**src/rtl/pc_sequencer.sv**
```systemverilog
// pc_sequencer: fetch-PC register with a branch redirect mux, one pending
// redirect slot for branches that arrive while fetch is held, and an
// IF/ID flush strobe that is stretched over FLUSH_CYCLES cycles.
module pc_sequencer #(
  parameter logic [31:0] RESET_PC     = 32'h0000_0000,
  parameter int          FLUSH_CYCLES = 2
) (
  input  logic        CLK,
  input  logic        RESET,
  input  logic        HOLD,
  input  logic        BRANCH_TAKEN,
  input  logic [31:0] BRANCH_TARGET,
  output logic [31:0] PC,
  output logic [31:0] PC_PLUS_4,
  output logic [31:0] REDIRECT_PC,
  output logic        MUX_SELECT,
  output logic        FLUSH,
  output logic        PENDING
);

  typedef enum logic [1:0] {
    RUN      = 2'd0,
    HELD     = 2'd1,
    FLUSHING = 2'd2
  } state_e;

  localparam logic [2:0] FLUSH_LOAD = 3'(FLUSH_CYCLES);

  state_e      state_q, state_d;
  logic [31:0] pc_q, pc_d;
  logic [31:0] pend_tgt_q, pend_tgt_d;
  logic        pend_q, pend_d;
  logic [2:0]  flush_cnt_q, flush_cnt_d;
  logic        flush_q, flush_d;

  logic        apply;
  logic        capture;
  logic [31:0] redirect_raw;

  // Next-PC mux inputs and select; a queued redirect beats a fresh request
  // because the fresh one comes from a path the queued one will squash.
  always_comb begin
    redirect_raw = pend_q ? pend_tgt_q : BRANCH_TARGET;
    REDIRECT_PC  = {redirect_raw[31:2], 2'b00};
    PC_PLUS_4    = pc_q + 32'd4;
    apply        = !HOLD && (pend_q || BRANCH_TAKEN);
    // Only one slot: a redirect seen while already HELD is dropped.
    capture      = HOLD && BRANCH_TAKEN && (state_q != HELD);
    MUX_SELECT   = apply;
  end

  // Next-state computation for PC, pending slot, flush counter and FSM.
  always_comb begin
    pc_d        = pc_q;
    pend_d      = pend_q;
    pend_tgt_d  = pend_tgt_q;
    flush_cnt_d = flush_cnt_q;
    flush_d     = 1'b0;
    state_d     = RUN;

    if (!HOLD) begin
      pc_d = apply ? REDIRECT_PC : PC_PLUS_4;
    end

    if (apply) begin
      pend_d = 1'b0;
    end else if (capture) begin
      pend_d     = 1'b1;
      pend_tgt_d = {BRANCH_TARGET[31:2], 2'b00};
    end

    // Counter runs down even while held; a new apply restarts it so the
    // strobe is stretched, never gapped.
    if (apply) begin
      flush_cnt_d = FLUSH_LOAD;
    end else if (flush_cnt_q != 3'd0) begin
      flush_cnt_d = flush_cnt_q - 3'd1;
    end

    flush_d = (flush_cnt_d != 3'd0);

    if (pend_d) begin
      state_d = HELD;
    end else if (flush_d) begin
      state_d = FLUSHING;
    end else begin
      state_d = RUN;
    end
  end

  // All state registers; reset overrides HOLD and any redirect in flight.
  always_ff @(posedge CLK) begin
    if (RESET) begin
      state_q     <= RUN;
      pc_q        <= RESET_PC;
      pend_q      <= 1'b0;
      pend_tgt_q  <= 32'd0;
      flush_cnt_q <= 3'd0;
      flush_q     <= 1'b0;
    end else begin
      state_q     <= state_d;
      pc_q        <= pc_d;
      pend_q      <= pend_d;
      pend_tgt_q  <= pend_tgt_d;
      flush_cnt_q <= flush_cnt_d;
      flush_q     <= flush_d;
    end
  end

  assign PC      = pc_q;
  assign FLUSH   = flush_q;
  assign PENDING = pend_q;

endmodule

```
**config.mk**
```make
export PLATFORM = sky130hd
export DESIGN_NAME = pc_sequencer
export DESIGN_NICKNAME = d
export VERILOG_FILES = /design/src/rtl/pc_sequencer.sv
export SDC_FILE = /design/constraint.sdc
export NUM_CORES = 1
export LEC_CHECK = 0
export CELL_PAD_IN_SITES_DETAIL_PLACEMENT = 1
export CELL_PAD_IN_SITES_GLOBAL_PLACEMENT = 1
export CORE_ASPECT_RATIO = 0.5
export CORE_UTILIZATION = 30
export DETAILED_ROUTE_END_ITERATION = 8
export HOLD_SLACK_MARGIN = 0.08
export PLACE_DENSITY_LB_ADDON = 0.15
export SYNTH_ARGS = -nofsm -noshare
export SYNTH_HDL_FRONTEND = slang
export SYNTH_SLANG_ARGS = --single-unit
export TNS_END_PERCENT = 50
```
**constraint.sdc**
```tcl
create_clock -name CLK -period 2.2 [get_ports CLK]
set_input_delay 0.22 -clock CLK [delete_from_list [all_inputs] [get_ports CLK]]
set_output_delay 0.22 -clock CLK [all_outputs]
set_load 0.02 [all_outputs]
```
======== Word level (Yosys, flattened, before mapping) ========
Index checks and enable logic that the tools add are counted.
storage, ports and cells
  register bits ........................... 69
  input port bits ......................... 36
  output and inout bits ................... 99
operators by class
  add/sub/neg operators ................... 2
  equal/unequal tests ..................... 1
  muxes and demuxes ....................... 8
  bitwise logic cells ..................... 1
  reduce and logical (&&, ||, !) cells .... 9
operators with widths
  cell                     count
  $mux W32                 2
  $add A32 B3 Y32 const B  1
  $mux W3                  2
  $reduce_bool A3 Y1       2
  $logic_and A1 B1 Y1      3
  $mux W1                  3
  $sub A3 B1 Y3 const B    1
  $mux W2                  1
  $ne A2 B1 Y1 const B     1
  $reduce_and A2 Y1        1
  $reduce_or A2 Y1         1
  $logic_not A1 Y1         1
  $logic_or A1 B1 Y1       1
  $not A1 Y1               1

======== Depth between registers and ports, before layout ========
Gate-level depths: netlist of run 1.
  depth after elaboration ................. 6
  mapped depth ............................ 8
  gate-level depth less buffers ........... 6

======== Worst setup path after synthesis of run 1 ========
OpenSTA, ideal clock, no wires.
  path type ............................... register to output
  from .................................... register pc_q[16] (netlist: PC[16])
  to ...................................... output port PC_PLUS_4[29]
  data arrival time ....................... 2156 ps
  slack ................................... -176 ps
  stages on the path, launching flop included .. 7
  path through ............................ dfxtp_1 -> buf_2 -> nand3_1 -> or4_1 -> buf_2 -> nor3_1 -> xor2_1
on the way
  word-level cells in the longest chain between the ends .. 1
RTL lines
  element                 line  RTL
  from (decl)             30    logic [31:0] pc_q, pc_d;
  from (signal assigned)  102   pc_q <= pc_d;
  $add A32 B3 Y32         45    PC_PLUS_4 = pc_q + 32'd4;
  to (decl)               14    output logic [31:0] PC_PLUS_4,
Every way passes these cells.

======== Final worst setup path of run 1 ========
  from .................................... register pc_q[8] (netlist: PC[8])
  to ...................................... output port PC_PLUS_4[23]
The elaborated chain is that of the path after synthesis.

==> results of run 1 <==
==> worst min-delay path, cell delays in order <==
cell                       delay [ps]
sky130_fd_sc_hd__buf_2            210
sky130_fd_sc_hd__nand2_1           90
sky130_fd_sc_hd__o221ai_1         100
==> metal layers <==
layer,up-vias,share of wire [%],global-route usage [%]
li1,2335,-,-
met2,136,46,40.8
met4,0,0.79,6.14
met1,2456,48,34.3
met5,-,0,0
met3,12,5.9,4.94
==> through the flow <==
step	instance area (sq um)	setup slack [ps]	power, mW	util [%]
floorplan	4290	3.94	2.07	-
global placement	6300	-247	2.59	46.1
detailed placement	6300	-258	2.62	46.1
CTS	6710	-122	4.09	49.1
global route	6740	-187	4.25	49.3
finish	6740	-103	4.07	49.3
==> logic make-up (layout without fill, tap and decap cells) <==
kind of cell,after synthesis,count (layout),share of synthesized area [%]
compound gates,121,121,19.6
other cells,1,6,0.0885
fa+ha+maj,3,3,0.886
buf+inv,71,254,7.27
xor+xnor,25,25,5.17
mux,34,34,8.92
flops,66,66,31.2
simple gates,230,230,26.9
==> registers in the layout, summed over array words and instances, names as in the netlist <==
signal,cells
state_q,2
pend_tgt_q,30
flush_cnt_q,3
FLUSH,1
PC,30
==> synthesized netlist by cell type, drive strengths merged (4+ instances only) <==
cell / number / share of area, %
and3: 7 / 1.0
o221ai: 10 / 2.1
mux2i: 4 / 0.95
dfxtp: 66 / 31
clkbuf: 40 / 3.6
nand3: 17 / 2.0
a22oi: 6 / 1.1
a31o: 4 / 0.83
mux2: 30 / 8.0
inv: 10 / 0.89
o21ai: 9 / 1.1
and4: 5 / 1.0
nor2: 18 / 1.6
buf: 21 / 2.8
nand3b: 4 / 0.71
or2: 5 / 0.74
o211ai: 4 / 0.71
a41oi: 4 / 0.83
xnor2: 17 / 3.5
a21oi: 43 / 5.1
nor4: 8 / 1.3
nand4: 14 / 2.6
or3: 7 / 1.0
nand2: 107 / 9.5
or4: 4 / 0.71
xor2: 8 / 1.7
o2111ai: 5 / 1.0
and2: 5 / 0.74
nor3: 21 / 2.5
==> area by class of cell <==
type | instances | area [sq um]
well taps | 192 | 240
clock buffers | 11 | 253
repair buffers | 230 | 2030
flip-flops and latches | 66 | 1350
clock inverters | 3 | 40.0
multi-input cells | 419 | 2800
fillers | 1669 | 6920
inverters | 10 | 37.5
==> final timing paths <==
path | end | cells after the start | startpoint | slack (ps)
hold / removal | PC[20]$_SDFFE_PP0N_ | 3 | HOLD | 350
setup reg to reg | PC[15]$_SDFFE_PP0N_ | 6 | PC[2]$_SDFFE_PP0N_ | 140
hold reg to reg | pend_tgt_q[4]$_SDFFE_PP0P_ | 2 | pend_tgt_q[4]$_SDFFE_PP0P_ | 450
setup / recovery | PC_PLUS_4[23] | 7 | PC[8]$_SDFFE_PP0N_ | -100
==> repair_timing <==
| action | 4_1_cts | 5_1_grt |
|---|---|---|
| resized for setup | 118 | 36 |
| endpoints found under the setup margin | 26 | 25 |
| hold buffers | 0 | 0 |
| pin swaps | 7 | 3 |
| buffers inserted | 5 | 1 |
==> power groups by stage <==
stage	logic [mW]	clock network (mW)	registers (mW)
after floorplan	0.624	0	1.44
after global placement	1.20	0	1.39
after detailed placement	1.23	0	1.40
after CTS	1.22	1.50	1.37
after global routing	1.30	1.56	1.39
final	1.22	1.48	1.38
==> run summary, run 1 <==
The run finished, with violations left. The checks that failed: negative setup slack. Across the routed clock network, the largest skew measured is approximately 8 ps. Synthesis produced a netlist whose cell count is 551. Leaving out fill and tap cells, the most frequent cells in the layout are 107 x sky130_fd_sc_hd__nand2_1, 107 x sky130_fd_sc_hd__buf_4, 94 x sky130_fd_sc_hd__clkdlybuf4s50_1. The type of the worst setup path is reg -> out. The routed wire length came out at approximately 18000 um. Averaged over all synthesized cells, the footprint is 7.69 sq um. Setup repair after global routing could not meet its margin everywhere. The placement row count came out at 30. The clock-pin slew of the registers on the worst-case setup and hold paths is 60 ps. The count of TritonRoute iterations in the first routing pass is 4. The first-pass GRT wire length came out at 28000 um. The endpoint arrival time on the critical path came out at 2080 ps. The top-level port count is 135. The relative slew slack came out at between 60 and 70%. The distinct cell type count after synthesis is 63. After detailed routing, the number of remaining DRC violations is 0. The number of buffers added on ports is between 100 and 150. The standard cell core area came out at 13700 sq um. The average vias per placed instance is 5.31. The largest buffer count on any clock path came out at 2. The synthesis warning total came out at 0. The area added between synthesis and finish is 59.1%.

The number of buffers added by the clock tree synthesis step is 9. The reported net switching power came out at 1.29 mW. The HPWL after detailed placement is ~13000 um. The dominant cell type by count on the critical path is sky130_fd_sc_hd__buf_6.

The power per standard cell area is 604 nW/um^2. The count of endpoints failing setup in the final report came out at 7. The count of routing violations after the opening detailed-route iteration came out at 296. The overall die area is approximately 15000 sq um.

The clock share of power is 36.3%. The combinational share of power came out at 29.9%. Dividing the final minimum period by the clock period gives 105%. Grouping stages by cell kind, the critical path spends the most delay in simple AND/OR/NAND/NOR gates.

The number of register bits inferred by synthesis came out at 66. The actual slew at the worst max-slew pin came out at 535 ps. Counting every sink on the clock net gives 66. The repair_antennas step left the layout with diodes totalling 0. The critical-path maximum fanout is 4. The fraction of final layout cells with drive strength greater than 1 came out at 30.2%. The share of synthesized area occupied by flip-flops and latches is a little under a third. The maximum clock rate came out at 0.434 GHz. The count of nets left with antenna violations after detail routing came out at 0. The hold violation count in the final report came out at 0.

The H-tree depth came out at 3. The synthesized area is 4240 sq um. The setup total negative slack is -465 ps. The count of max-cap constraint violations came out at 0. Counting tap cells, the placed design contains a total of 912 instances.

The starting utilization of the core area is a little under a third. Internal power comes to 2.78 mW. The category of the worst setup path launch point is a flip-flop. The cell sitting at the root of the clock tree is a sky130_fd_sc_hd__clkbuf_16. The die is ~86 um tall. The max-slew violation count came to 0. Summed over all cells, the static leakage comes to 2.71 nW. The largest net degree at the start of global routing came out at 44.

The switching fraction of total power is 31.8%. For this run, the post-layout net count is just under 800. The most used flip-flop cell after synthesis is sky130_fd_sc_hd__dfxtp_1. The source-to-sink clock delay at the later pin of the worst-skew pair came out at 350 ps. The endpoint class of the critical path is an output pin. TritonCTS built the clock tree. The tightest min-delay check is of the in -> reg type. The final hold slack came out at 349 ps.

The fraction of registers with async set or reset after synthesis is 0%. The placer congestion estimate is 0.895. The post-layout instance count excluding filler cells is roughly 930. The number of antenna violations at the first check in global routing was 0. Yosys mapped a number of flops with a built-in enable equal to 0. The critical path goes through nand4_4 > or4_4 > buf_6 > buf_6 > o31ai_4 > nand2_1 > buf_2. The via total after detailed routing is around 4900. The routed length per instance came out at 19.3 um. For the finished layout, the period the worst path requires is approximately 2300 ps. Sequential cells burn between 30% and 40% of the power.

The slowest stage of the critical path is the sky130_fd_sc_hd__or4_4 cell. The worst path buffer plus inverter count came out at 3. The total global routing track utilization came out at about a quarter. Across the VDD grid, the largest voltage drop is 0.277 mV. For this run, the slowest stage of the critical path takes 580 ps.

The critical path data required time came out at approximately 2000 ps. The number of global-route vias before repair came to 5061. From left edge to right edge, the die measures roughly 170 um.

The final worst slack is -103 ps. The total global routing overflow is 0.
(Power assumes the default switching activity.)
==> run 2: changes to the inputs <==
Settings changed: SKIP_LAST_GASP set to 1.
==> run summary, run 2 (same netlist as run 1, synthesis figures left out) <==
The final worst slack is -168 ps (was -103 ps). The number of clock sinks seen by CTS is 66 (unchanged). The post-layout instance area came out at 6800 sq um (was 6740 sq um).

The via total after detailed routing is 4997 (was 4939). The top-level port count came out at 135 (unchanged). The placement row count came to 30 (unchanged). The endpoint class of the critical path is an output pin (unchanged). The actual slew at the worst max-slew pin is 539 ps (was 535 ps). The setup total negative slack is -1490 ps (was -465 ps). The vertical extent of the die came out at 86.0 um (unchanged). The worst-case clock skew is 8.82 ps (was 8.14 ps). The endpoint arrival time on the critical path is 2150 ps (was 2080 ps). The first-pass GRT wire length is 27900 um (was 28000 um).

The type of the worst setup path is reg -> out (unchanged). Failing checks: negative setup slack (unchanged). The number of buffers added by the clock tree synthesis step came to 9 (unchanged). The count of endpoints failing setup in the final report came out at 14 (was 7). The fraction of final layout cells with drive strength greater than 1 was 29.7% (was 30.2%). The HPWL after detailed placement came out at 13000 um (unchanged). The final hold slack is 358 ps (was 349 ps). The maximum clock rate is 0.422 GHz (was 0.434 GHz). Result of the run: complete, but fails checks (unchanged). The critical path data required time came out at 1980 ps (about the same). The delay of the slowest cell on the worst path came out at 630 ps (was 580 ps).

The source of the worst hold timing path was HOLD (unchanged). The library cell used most frequently in the layout, excluding fill and tap cells, is sky130_fd_sc_hd__buf_4. The source-to-sink clock delay at the later pin of the worst-skew pair came out at 340 ps (was 350 ps). The critical-path maximum fanout came out at 4 (unchanged).

The instance area at placement is 6300 sq um (unchanged). The average vias per placed instance is 5.34 (was 5.31). The reported leakage power is 2.75 nW (was 2.71 nW). The maximum resistive drop on vdd was 0.269 mV (was 0.277 mV). The relative slew slack is 64.1% (was 64.3%). The total global routing track utilization came to 25.1% (was 25.2%).

The number of nets in the final layout was 779 (was 775). The count of routing violations after the opening detailed-route iteration came out at 302 (was 296). The dominant cell type by count on the critical path is sky130_fd_sc_hd__buf_6 (unchanged). The routed wire length came out at 18000 um (about the same). The standard cell core area was 13700 sq um (unchanged). The critical path's slowest cell is sky130_fd_sc_hd__or4_4 (unchanged). The starting utilization of the core area was 31.0% (unchanged). The count of TritonRoute iterations in the first routing pass came out at 4 (unchanged). The total global routing overflow is 0 (unchanged).

The clock-pin slew of the registers on the worst-case setup and hold paths is 60 ps (about the same). Commonest non-fill, non-tap cells in the layout: 108 x sky130_fd_sc_hd__buf_4, 106 x sky130_fd_sc_hd__nand2_1, 100 x sky130_fd_sc_hd__clkdlybuf4s50_1 (was 107 x sky130_fd_sc_hd__nand2_1, 107 x sky130_fd_sc_hd__buf_4, 94 x sky130_fd_sc_hd__clkdlybuf4s50_1). The clock period minus worst slack came out at 2370 ps (was 2300 ps). Unrepaired setup endpoints after global routing: yes (unchanged). The classification of the worst-slack hold path is in -> reg (unchanged).

The die outline width is 170 um (unchanged). The routed length per instance is 19.3 um (about the same). The TritonCTS clock tree is yes (unchanged). The DRC violation count after routing is 0 (unchanged). The power per standard cell area came to 599 nW/um^2 (was 604 nW/um^2). The category of the worst setup path launch point is a flip-flop (unchanged). The hold violation count in the final report is 0 (unchanged).

The number of antenna violations at the first check in global routing is 0 (unchanged). The overall die area is 14600 sq um (unchanged). The antenna diode count came out at 0 (unchanged). The H-tree depth came to 3 (unchanged).

The cell at the root of the clock tree is sky130_fd_sc_hd__clkbuf_16 (unchanged). The worst setup slack after placement is -258 ps (unchanged). The final clock period utilization by the worst path came to 108% (was 105%). The max-slew violation count is 0 (unchanged). The largest buffer count on any clock path came out at 2 (unchanged). The launch point of the worst path is PC[14]$_SDFFE_PP0N_ (was PC[8]$_SDFFE_PP0N_).

The number of global-route vias before repair is 5047 (was 5061). The count of nets left with antenna violations after detail routing came out at 0 (unchanged). The largest net degree at the start of global routing came out at 44 (unchanged).

Cell Chain, Critical Path: nand4_1 > or4_4 > buf_6 > buf_6 > o31ai_4 > nand2_1 > buf_2 (was nand4_4 > or4_4 > buf_6 > buf_6 > o31ai_4 > nand2_1 > buf_2). The reg-to-reg startpoint is PC[2]$_SDFFE_PP0N_ (unchanged). The placer congestion estimate is 0.895 (unchanged). The area added between synthesis and finish is 60.4% (was 59.1%). The count of max-cap constraint violations is 0 (unchanged). The number of buffers added on ports was 126 (unchanged).
==> run 2: cell types whose count changed in the layout (fill, tap and decap cells not counted), moves of 2 or more <==
cell                              before  now
sky130_fd_sc_hd__clkdlybuf4s50_1      94  100
sky130_fd_sc_hd__clkbuf_2              5    2
sky130_fd_sc_hd__nor4_2                2    0
sky130_fd_sc_hd__dlymetal6s2s_1        4    1
sky130_fd_sc_hd__dlygate4sd2_1         3    6
==> run 2: layer usage <==
layer | track usage (%) | vias up | part of all wire, %
met5 | 0 | - | 0
met1 | 34.3 | 2502 | 49
met4 | 6.14 | 0 | 1.3
li1 | - | 2340 | -
met3 | 4.80 | 22 | 4.5
met2 | 40.6 | 133 | 45
==> run 2: cell type report <==
class	count	area (sq um)
fill	1664	6870
timing repair buffer	234	2070
multi-input combinational	419	2810
inverter	10	37.5
clock inverter	3	40.0
sequential	66	1350
clock buffer	11	253
tap	192	240
==> run 2: what timing repair did <==
action,4_1_cts,5_1_grt
pin swaps,7,10
setup buffers,5,5
resized for setup,98,33
hold buffers,0,0
setup endpoints to repair,26,28
==> run 2: through the flow <==
stage | instances | power (mW) | util [%]
6_report | 935 | 4.07 | 49.7
5_1_grt | 935 | 4.25 | 49.7
4_1_cts | 931 | 4.09 | 49.0
3_5_place_dp | 912 | 2.62 | 46.1
3_3_place_gp | 912 | 2.59 | 46.1
2_1_floorplan | 556 | 2.07 | -
==> run 2: final timing paths <==
| path | depth (start not counted) | slack, ps | to |
|---|---|---|---|
| worst max register to register | 6 | 130 | PC[15]$_SDFFE_PP0N_ |
| worst min-delay path | 3 | 360 | PC[20]$_SDFFE_PP0N_ |
| worst min register to register | 2 | 450 | pend_tgt_q[4]$_SDFFE_PP0P_ |
| worst max-delay path | 7 | -170 | PC_PLUS_4[23] |
==> run 2: power by group <==
group          switching, mW  internal (mW)  total (mW)
sequential            0.0747           1.30        1.37
clock                  0.546          0.923        1.47
combinational          0.667          0.557        1.22
total                   1.29           2.78        4.07
==> run 2: critical path: cells and delay by family, from the launching register on <==
| kind | cells | cell delay, ps |
|---|---|---|
| AO/OA/AOI/OAI | 1 | 180 |
| flip-flops | 1 | 330 |
| buffers and inverters | 3 | 430 |
| AND/OR/NAND/NOR | 3 | 870 |
==> RTL change 1, RTL diff (flow settings as in run 2) <==
Register the output `PC_PLUS_4`; this adds one clock of latency there. The other outputs are not delayed to match.
--- a/src/rtl/pc_sequencer.sv
+++ b/src/rtl/pc_sequencer.sv
@@ -28,2 +28,4 @@
 
+  logic [31:0] PC_PLUS_4_d;
+
   state_e      state_q, state_d;
@@ -44,3 +46,3 @@
     REDIRECT_PC  = {redirect_raw[31:2], 2'b00};
-    PC_PLUS_4    = pc_q + 32'd4;
+    PC_PLUS_4_d  = pc_q + 32'd4;
     apply        = !HOLD && (pend_q || BRANCH_TAKEN);
@@ -61,3 +63,3 @@
     if (!HOLD) begin
-      pc_d = apply ? REDIRECT_PC : PC_PLUS_4;
+      pc_d = apply ? REDIRECT_PC : PC_PLUS_4_d;
     end
@@ -113,2 +115,6 @@
 
+  always_ff @(posedge CLK) begin
+    PC_PLUS_4 <= PC_PLUS_4_d;
+  end
+
 endmodule
Behaviour: not the same (a bounded check fails within 4 cycles, from zero or initial values and one cycle with RESET high).
==> RTL change 1 against run 2 <==
  * The flow finishes with violations (DRC)
  * Final area shrank 1.0%
  * Hold slack gained 25 ps
  * Power grew 15%
  * Sequential power grew 44%
  * Setup slack gained 230 ps
  * Synthesized area grew 12%
  * Routed wire length shrank 7.1%
  * Sequential share of layout area grew 8.8 points
  * Via count shrank 5.8%
  * Sequential cell count grew 30
==> RTL change 1: results (changes against run 2) <==
Cells and area
  • Fillers: 1796 (+7.9%)
  • Share of cells above drive strength 1: 14.94% (-15 points)
  • Fin cells: 900 (-3.7%)
  • Nets@finish: 732 (-6.0%)

Setup path
  • Maximum fanout along the worst path: 16 (+12)
  • R2R depth: 5 (-1)
  • FF-to-FF End: PC[30]
  • R2R Setup Slk: 240 ps (+110 ps)
  • WP data arrival: 1920 ps (-230 ps)

Detailed routing
  • Routed WL per cell: 18.60 um (-3.5%)
  • Met2 wire length: 7586 um (-6.9%)
  • Met3 WL: 824 um (+0.61%)
  • Metal-1 WL: 8236 um (-6.6%)
  • Drt first-iter violations: 298 (-1.3%)
  • # DRC: 5 (+5)
  • Vias per inst: 5.229 (-2.2%)
  • Detailed Routing Iterations Pass 1: 6 (+2)

Yosys
  • Mux share of post-synthesis cell area: 7.741% (-1.2 points)
  • XOR/XNOR Fraction of Synth Area: 4.808% (-0.36 points)
  • Most frequent cells after synthesis: dfxtp_1, nand2_1, a21oi_1
  • Post-synthesis adder-cell area fraction: 0.7926% (-0.093 points)
  • Post-Synthesis Cells: 552 (+0.18%)
  • Seq/Total Area, Yosys: 40.58% (+9.4 points)
  • Count of different cell masters after synthesis: 60 (-4.8%)
  • Synth top area cells: dfxtp_1, nand2_1, mux2_2
  • Synth Area in Compound Gates: 17.62% (-2.0 points)

Place
  • DPL Wire Length: 12220 um (-5.8%)
  • Placed cell areas: 0.006446 sq mm (+2.4%)
  • Number of port buffers: 126 (unchanged)
  • GP Congestion: 0.8196 (-8.5%)
  • DP Worst Slack: 87.59 ps (+345.8 ps)

Status
  • Failing checks: DRC
  • Status: finished, violations left

Hold path
  • Min-delay src: RESET
  • Hold endpoint: flush_cnt_q[1]

Global route
  • Vias in the first global route: 4762 (-5.6%)
  • GRT Util Overall: 20.64% (-4.4 points)
  • Largest net degree at the start of global routing: 64 (+45%)
  • First-pass GRT wire length: 26300 um (-5.9%)

Clocking
  • Setup Buffers After CTS: 0 (-5)
  • PostCTS Resize Cnt: 1 (-99%)
  • Clock Latency Late Sink: 340 ps (about the same)

STA
  • Final Skew: 7.969 ps (-0.8492 ps)

Power and ir drop
  • Leak pwr: 2.436 nW (-11%)
  • Peak supply drop: 0.3467 mV (+29%)
-- RTL change 1: layout make-up --
type                            instances  area share, %
Tap cell                              204          3.795
Clock buffer                           11          3.460
Sequential cell                        96          28.63
Timing Repair Buffer                  177          25.30
Inverter                               14         0.7813
Multi-Input combinational cell        395          37.37
Clock inverter                          3         0.6696
-- RTL change 1: cell families after synthesis --
group | Yosys count
simple gates | 201
compound gates | 126
flops | 96
buf+inv | 66
mux | 33
xor+xnor | 26
fa+ha+maj | 3
other cells | 1
-- RTL change 1: worst max-delay path by stage --
stage,end,slack [ps],from,depth (start not counted)
floorplan,PC[26],200,PC[2],6
global placement,MUX_SELECT,130,BRANCH_TAKEN,4
detailed placement,PC[26],90,BRANCH_TAKEN,6
CTS,REDIRECT_PC[27],50,state_q[0],3
global route,REDIRECT_PC[31],2,state_q[0],4
finish,REDIRECT_PC[27],60,state_q[0],3
-- RTL change 1: metrics by stage --
stage                     hold slack (ps)  util (%)
after floorplan                     356.0         -
after global placement              437.9     41.82
after detailed placement            446.0     41.82
after CTS                           377.0     43.64
after global routing                407.5     43.64
final                               383.2     43.64
-- RTL change 1: layer usage --
layer,track usage (%),up-vias
li1,-,2256
met1,28.16,2344
met2,33.72,102
met3,3.911,4
met4,4.526,0
met5,0,-
-- RTL change 1: power breakdown --
group	switching [mW]	leakage (nW)	internal [mW]
combinational	0.621	1.52	0.544
clock	0.669	0.128	0.871
sequential	0.0952	0.788	1.87
total	1.39	2.44	3.29
-- RTL change 1: critical path, stage by stage, from the launching register on --
cell and delay (ps):
dfxtp_4 430, buf_12 180, mux2_2 400, clkdlybuf4s50_1 560
==> RTL change 2, RTL diff (flow settings as in run 2) <==
Made on the original files. Add an input register stage for `HOLD`, `BRANCH_TAKEN` and `BRANCH_TARGET`, without a reset; this delays them by one clock.
--- a/src/rtl/pc_sequencer.sv
+++ b/src/rtl/pc_sequencer.sv
@@ -28,2 +28,12 @@
 
+  logic HOLD_q;
+  logic BRANCH_TAKEN_q;
+  logic [31:0] BRANCH_TARGET_q;
+
+  always_ff @(posedge CLK) begin
+    HOLD_q          <= HOLD;
+    BRANCH_TAKEN_q  <= BRANCH_TAKEN;
+    BRANCH_TARGET_q <= BRANCH_TARGET;
+  end
+
   state_e      state_q, state_d;
@@ -42,8 +52,8 @@
   always_comb begin
-    redirect_raw = pend_q ? pend_tgt_q : BRANCH_TARGET;
+    redirect_raw = pend_q ? pend_tgt_q : BRANCH_TARGET_q;
     REDIRECT_PC  = {redirect_raw[31:2], 2'b00};
     PC_PLUS_4    = pc_q + 32'd4;
-    apply        = !HOLD && (pend_q || BRANCH_TAKEN);
+    apply        = !HOLD_q && (pend_q || BRANCH_TAKEN_q);
     // Only one slot: a redirect seen while already HELD is dropped.
-    capture      = HOLD && BRANCH_TAKEN && (state_q != HELD);
+    capture      = HOLD_q && BRANCH_TAKEN_q && (state_q != HELD);
     MUX_SELECT   = apply;
@@ -60,3 +70,3 @@
 
-    if (!HOLD) begin
+    if (!HOLD_q) begin
       pc_d = apply ? REDIRECT_PC : PC_PLUS_4;
@@ -68,3 +78,3 @@
       pend_d     = 1'b1;
-      pend_tgt_d = {BRANCH_TARGET[31:2], 2'b00};
+      pend_tgt_d = {BRANCH_TARGET_q[31:2], 2'b00};
     end
Function: changed (Yosys sat finds a counterexample within 4 cycles, from zero or initial values and one cycle with RESET high).
==> RTL change 2 against run 2 <==
  * The run ends with DRC, setup timing left
  * Power up 20%
  * Register-to-register slack better by 40 ps
  * Synthesized cell count up 0.91%
  * Count of clock-buffer cells in the layout unchanged
  * Synthesized area up 11%
  * Cell count up 2.4%
  * Setup slack better by 120 ps
  * Sequential cell count up 32
  * Clock power up 16%
  * Routed wire length down 4.4%
  * Global-route usage down 3.4 points
  * Final area up 6.3%
  * Combinational power down 4%
==> RTL change 2: results (changes against run 2) <==
Status
  • Status: finished, violations left
  • Failing checks: DRC, setup timing

Detailed routing
  • # DRC: 12 (+12)
  • Drt first-iter violations: 207 (-31%)
  • Met3 WL: 1050 um (+28%)
  • Via count: 4807 (-3.8%)
  • Routed WL per cell: 18.00 um (-6.6%)

Yosys
  • Mux share of post-synthesis cell area: 7.752% (-1.2 points)
  • Most frequent cells after synthesis: dfxtp_1, nand2_1, a21oi_1
  • Seq/Total Area, Yosys: 41.62% (+10 points)
  • XOR/XNOR Fraction of Synth Area: 5.389% (+0.22 points)

STA
  • Slack of the critical path: -45.24 ps (+122.4 ps)
  • Slew at the pin with the worst max-slew slack: 1002 ps (+462.6 ps)
  • Setup violators final: 6 (-8)
  • Hold WS: 214.2 ps (-143.9 ps)

Setup path
  • WP data arrival: 2030 ps (-120 ps)
  • R2R Setup Slk: 170 ps (+40 ps)

Cells and area
  • Share of cells above drive strength 1: 28.46% (-1.3 points)
  • Fillers: 1745 (+4.9%)

Global route
  • Met2 global-route usage: 34.13% (-6.5 points)
  • Vias in the first global route: 4930 (-2.3%)
  • Number of antenna violations at the first check in global routing: 1 (+1)
  • Routing usage on met3: 5.556% (+0.76 points)

Power and ir drop
  • Switch share: 29.38% (-2.3 points)
  • Leak pwr: 3.000 nW (+9.1%)

Clocking
  • PostCTS Resize Cnt: 101 (+3.1%)
  • Setup Buffers After CTS: 15 (+10)

Place
  • Placed cell areas: 0.006628 sq mm (+5.3%)
  • DPL Wire Length: 12270 um (-5.4%)
[RTL change 2: cell types whose count changed after synthesis, sizes merged, moves of 6 or more]
cell and change:
nand2 -9, dfxtp +32, nor3 -12, xnor2 +6, o221ai -7, nor2 +23, o21ai +10, a21oi +9
clkbuf -14
[RTL change 2: worst paths after layout]
kind	startpoint	endpoint	cells past startpoint
max	PC[3]	PC_PLUS_4[20]	7
min	RESET	pend_tgt_q[25]	2
max reg2reg	PC[2]	PC[31]	11
min reg2reg	BRANCH_TARGET_q[28]	pend_tgt_q[28]	2
[RTL change 2: through the flow]
step / setup WS (ps) / utilization [%]
6_report: -45.24 / 48.50
5_1_grt: -166.5 / 48.50
4_1_cts: -216.2 / 47.73
3_5_place_dp: -247.8 / 44.50
3_3_place_gp: -224.7 / 44.50
2_1_floorplan: 22.24 / -
[RTL change 2: worst max-delay path, cell delays in order, from the launching register on]
cell and delay [ps]:
dfxtp_2 340, ha_2 210, nand3_4 90, or4_4 530
nor2_2 100, buf_4 130, xor2_2 120, buf_4 150
[RTL change 2: power by group through the flow]
stage	sequential [mW]	combinational [mW]	clock [mW]
final	2.01	1.17	1.71
after global routing	2.02	1.26	1.84
after CTS	2.01	1.17	1.76
after detailed placement	2.04	1.17	0
after global placement	2.03	1.15	0
after floorplan	2.08	0.610	0
[RTL change 2: cell type report]
| cell class | count | area [sq um] | share of cell area, % |
|---|---|---|---|
| flip-flops and latches | 98 | 1979 | 27.40 |
| clock buffers | 11 | 232.7 | 3.221 |
| multi-input cells | 400 | 2604 | 36.04 |
| clock inverters | 5 | 78.83 | 1.091 |
| inverters | 14 | 52.55 | 0.7274 |
| repair buffers | 231 | 2029 | 28.09 |
| well taps | 198 | 247.7 | 3.429 |
